--- config.mk ---
export PLATFORM = sky130hd
export DESIGN_NAME = tdm_demux4
export DESIGN_NICKNAME = d
export VERILOG_FILES = /design/src/rtl/tdm_demux_pkg.sv /design/src/rtl/tdm_slot_ctrl.sv /design/src/rtl/tdm_demux4.sv
export SDC_FILE = /design/constraint.sdc
export NUM_CORES = 1
export LEC_CHECK = 0
export CAP_MARGIN = 20
export CORE_AREA = 4 4 53 55
export CTS_CLUSTER_DIAMETER = 30
export DETAILED_ROUTE_END_ITERATION = 8
export DIE_AREA = 0 0 57 59
export PLACE_DENSITY = 0.46
export SLEW_MARGIN = 40
export SYNTH_ARGS = -nofsm -noshare
export SYNTH_HDL_FRONTEND = slang
export SYNTH_SLANG_ARGS = --single-unit
--- constraint.sdc ---
create_clock -name clk -period 1.4 [get_ports clk]
set_clock_uncertainty 0.15 [all_clocks]
set_input_delay 0.28 -clock clk [delete_from_list [all_inputs] [get_ports clk]]
set_output_delay 0.28 -clock clk [all_outputs]
set_load 0.005 [all_outputs]
--- src/rtl/tdm_demux_pkg.sv ---
// Shared constants and types for the 4-lane TDM receive demultiplexer.
package tdm_demux_pkg;
  localparam int NLANES      = 4;
  localparam int SLOT_W      = 2;
  localparam int FRAME_CNT_W = 8;

  typedef enum logic {IDLE, RUN} state_e;
endpackage

--- src/rtl/tdm_slot_ctrl.sv ---
// Frame alignment FSM and slot counter: turns valid/sync into one-hot lane
// write enables plus frame completion / abort strobes (combinational, registered by the top).
module tdm_slot_ctrl
  import tdm_demux_pkg::*;
(
  input  logic              clk,
  input  logic              rst,
  input  logic              din_valid,
  input  logic              sync,
  output logic [NLANES-1:0] lane_we,
  output logic              frame_done,
  output logic              frame_err,
  output logic              locked,
  output logic [SLOT_W-1:0] slot
);
  state_e            state_q, state_d;
  logic [SLOT_W-1:0] slot_q, slot_d;

  always_ff @(posedge clk) begin
    if (rst) begin
      state_q <= IDLE;
      slot_q  <= '0;
    end else begin
      state_q <= state_d;
      slot_q  <= slot_d;
    end
  end

  always_comb begin
    state_d    = state_q;
    slot_d     = slot_q;
    lane_we    = '0;
    frame_done = 1'b0;
    frame_err  = 1'b0;
    if (din_valid) begin
      case (state_q)
        IDLE: begin
          // Unaligned samples are dropped until a sync marks slot 0.
          if (sync) begin
            lane_we[0] = 1'b1;
            slot_d     = SLOT_W'(1);
            state_d    = RUN;
          end
        end
        RUN: begin
          if (sync) begin
            // Sync always restarts the frame; mid-frame it aborts the partial one.
            lane_we[0] = 1'b1;
            slot_d     = SLOT_W'(1);
            frame_err  = (slot_q != '0);
          end else begin
            lane_we[slot_q] = 1'b1;
            slot_d          = slot_q + SLOT_W'(1);
            frame_done      = (slot_q == SLOT_W'(NLANES - 1));
          end
        end
        default: state_d = IDLE;
      endcase
    end
  end

  assign locked = (state_q == RUN);
  assign slot   = slot_q;
endmodule

--- src/rtl/tdm_demux4.sv ---
// Time-division 1-to-4 demultiplexer: shadow lanes fill per slot, y and the
// frame strobes are registered. Optional frame counter under TDM_DEMUX_FRAME_CNT_EN.
module tdm_demux4
  import tdm_demux_pkg::*;
#(
  parameter int WIDTH = 1
) (
  input  logic                    clk,
  input  logic                    rst,
  input  logic [WIDTH-1:0]        din,
  input  logic                    din_valid,
  input  logic                    sync,
  output logic [NLANES*WIDTH-1:0] y,
  output logic                    frame_valid,
  output logic                    frame_err,
`ifdef TDM_DEMUX_FRAME_CNT_EN
  output logic [FRAME_CNT_W-1:0]  frame_cnt,
`endif
  output logic                    locked,
  output logic [SLOT_W-1:0]       slot
);
  logic [NLANES-1:0]             lane_we;
  logic                          done, err;
  logic [NLANES-1:0][WIDTH-1:0]  lanes_q, lanes_d;
  logic [NLANES-1:0][WIDTH-1:0]  y_q, y_d;
  logic                          frame_valid_q, frame_valid_d;
  logic                          frame_err_q, frame_err_d;

  tdm_slot_ctrl u_ctrl (
    .clk        (clk),
    .rst        (rst),
    .din_valid  (din_valid),
    .sync       (sync),
    .lane_we    (lane_we),
    .frame_done (done),
    .frame_err  (err),
    .locked     (locked),
    .slot       (slot)
  );

  always_comb begin
    lanes_d = lanes_q;
    for (int i = 0; i < NLANES; i++)
      if (lane_we[i]) lanes_d[i] = din;
    // lanes_d already carries the lane3 sample on the completing cycle.
    y_d           = done ? lanes_d : y_q;
    frame_valid_d = done;
    frame_err_d   = err;
  end

  always_ff @(posedge clk) begin
    if (rst) begin
      lanes_q       <= '0;
      y_q           <= '0;
      frame_valid_q <= 1'b0;
      frame_err_q   <= 1'b0;
    end else begin
      lanes_q       <= lanes_d;
      y_q           <= y_d;
      frame_valid_q <= frame_valid_d;
      frame_err_q   <= frame_err_d;
    end
  end

  assign y           = y_q;
  assign frame_valid = frame_valid_q;
  assign frame_err   = frame_err_q;

`ifdef TDM_DEMUX_FRAME_CNT_EN
  logic [FRAME_CNT_W-1:0] frame_cnt_q, frame_cnt_d;

  always_comb begin
    frame_cnt_d = frame_cnt_q + (done ? FRAME_CNT_W'(1) : FRAME_CNT_W'(0));
  end

  always_ff @(posedge clk) begin
    if (rst) frame_cnt_q <= '0;
    else     frame_cnt_q <= frame_cnt_d;
  end

  assign frame_cnt = frame_cnt_q;
`endif
endmodule

==> metrics.yaml <==
avgSynthCellArea_um2: 9.94
yosys-top-cells-area: "dfxtp_1 (43%), ha_1 (9.0%), mux2i_1 (7.2%)"
yosysTopAreaCellShare: 0.431
dr.pass1.iters: 4
drv_slew: 0
yosysTopAreaCell: "dfxtp_1"
path_clk_slew_ns: 0.07
die_y_um: 59
synth_compound_area_frac: 0.144
die_area_um2: 3360
maxSlewHeadroom: 0.857
syn_inst: 56
dp_hpwl_mm: 1.02
cts_sinks: 12
initial_core_util: 0.233
muxShareOfSynthArea: 0.0719
fin_hold_ws_ns: 0.305
grt_first_pass_wirelength_mm: 2.34
maxCapViolCount: 0
root_buffer: "clkbuf_4"
drive_gt1_frac: 0.455
antenna_found_initial: 0
critPathMostFrequentCell: "buf_6"
end_kind: "flop"
finalWeightedCongestion: 0.727
drc: 0
cts_buffers: 3
worstPathArrival_ns: 1.48
worstSetupPathType: "flop to flop"
core_area_um2: 2390
detailedPlace.worstSlack_ns: -0.300
cp-start-kind: "flop"
cts_buffer_depth: 2
n_antenna_cell: 0
crit_required_ns: 1.43
design_area_um2: 940
gr-total-overflow: 0
fp-row-count: 18
hold_viol: 0
synth_top_family_by_area: "simple AND/OR/NAND/NOR gates"
dr_total_vias: 531
ys_ff_latch: 12
synthesis.area_um2: 557
finalCritPeriodShare: 1.03
synthXorXnorAreaFrac: 0
hp-class: "flop to flop"
ant_nets: 0
violations: "setup timing"
layout_setup_ws_ns: -0.0431
slowest_stage: "dfxtp_2"
h-tree-depth: 1
rsz0062_at_grt: "yes"
multiInputGateArea_um2: 338
grt_pass1_vias: 536
setup_violations: 2
synthSimpleGateAreaFrac: 0.189
drt_iter0_drc: 3
syn_to_final_growth_pct: 68.8
min_period_ns: 1.44
fin_nets: 99
fmax_ghz: 0.693
status: "finished with violations"
pin_count: 14
ys_seq_area_frac: 0.431
tightest_slew_ns: 0.208
tritoncts: "done"
wl_mm: 1.44
p_leak_uw: 0.000412
portBuffers: 13
powerDensity_nw_per_um2: 723
die_width_um: 57
avgRoutedWirePerCell_um: 12.2
synth_warnings: 0
fillers: 264
placed_area_um2: 816
synth_fp_nets: 65
crit_chain: "buf_6 > ha_4 > and4b_2 > buf_6 > a311oi_2"
final_core_util: 0.394
synthAdderAreaFrac: 0.0899
final-seq-area_um2: 248
slowest_delay_ns: 0.34
ys_types: 20
grt_usage: 0.0877
grt_max_degree: 10
ir_drop_mv: 0.302
hold_buffers: 0
routed_via_density: 4.50
insertion_delay_ns: 0.27
crit_path_max_fanout: 4
## report_power, final
| group | switching (uW) | internal (uW) | total, uW |
|---|---|---|---|
| Sequential | 4.63 | 347 | 351 |
| Clock | 109 | 99.4 | 209 |
| Combinational | 51.7 | 67.9 | 120 |
## timing repair
item / 4_1_cts / 5_1_grt
setup buffers: 5 / 0
resized for setup: 18 / 13
pin swaps: 4 / 8
endpoints found under the setup margin: 10 / 6
gates cloned: 0 / 0
hold endpoints to repair: 0 / 0
## cell families (layout without fill, tap and decap cells)
group                    count (synthesis)  in the layout
AND/OR/NAND/NOR                         19             19
flip-flops                              12             12
AO/OA/AOI/OAI                           11             11
buffers and inverters                    6             38
adder cells (fa/ha/maj)                  4              4
multiplexers                             4              4
## layout by cell type (no fill, tap or decap), types with 4 or more instances in the layout
master	count
dfxtp_1	8
nor2_1	7
mux2i_1	4
nand4b_1	4
buf_4	15
buf_6	5
dlygate4sd2_1	10
## worst paths after layout
kind | to | slack, ns | from | depth (start not counted)
worst max register to register | y[0]$_SDFFE_PP0P_ | -0.04 | u_ctrl.slot[0]$_SDFFE_PP0P_ | 5
worst min-delay path | y[3]$_SDFFE_PP0P_ | 0.31 | y[3]$_SDFFE_PP0P_ | 2
worst min register to register | y[3]$_SDFFE_PP0P_ | 0.31 | y[3]$_SDFFE_PP0P_ | 2
worst max-delay path | y[0]$_SDFFE_PP0P_ | -0.04 | u_ctrl.slot[0]$_SDFFE_PP0P_ | 5
## through the flow
stage               std cells  power, uW  setup TNS (ns)
floorplan                  56        401               0
finish                    118        680         -0.0575
CTS                       119        683          -0.177
global route              118        718          -0.218
detailed placement        111        461           -1.70
global placement          111        463           -1.87
## synthesized netlist by cell type
master / count
nand3_1: 1
a311oi_2: 1
dfxtp_1: 12
nand4b_1: 4
nor2_1: 7
and4b_1: 1
inv_1: 2
buf_4: 1
mux2i_1: 4
clkbuf_1: 1
o21ai_0: 1
nor4b_1: 1
a21oi_1: 4
a21bo_2: 1
a21o_1: 1
ha_1: 4
nand2_1: 4
buf_6: 2
nor3_1: 1
a211oi_1: 3
## registers in the layout, summed over array words and instances (netlist names)
register	flops
y	4
lanes_q	3
u_ctrl.slot	2
frame_err	1
frame_valid	1
u_ctrl.locked	1
## per-layer routing
layer | global-route usage | share of wire
met1 | 0.109 | 0.43
met2 | 0.142 | 0.51
met3 | 0.0370 | 0.061
met4 | 0.0199 | 0
met5 | 0 | 0
## worst max-delay path: cells and delay by family, from the launching register on
family / cells / cell delay (ns)
flip-flops: 1 / 0.34
buffers and inverters: 2 / 0.25
adder cells (fa/ha/maj): 1 / 0.14
AO/OA/AOI/OAI: 1 / 0.24
AND/OR/NAND/NOR: 1 / 0.24
## cell type report
type                    count  share of cell area
clock buffers               3              0.0240
inverters                   2             0.00799
multi-input cells          38               0.360
flip-flops and latches     12               0.264
well taps                  30              0.0399
repair buffers             33               0.305
No activity file was read; power rests on OpenSTA's default activity.
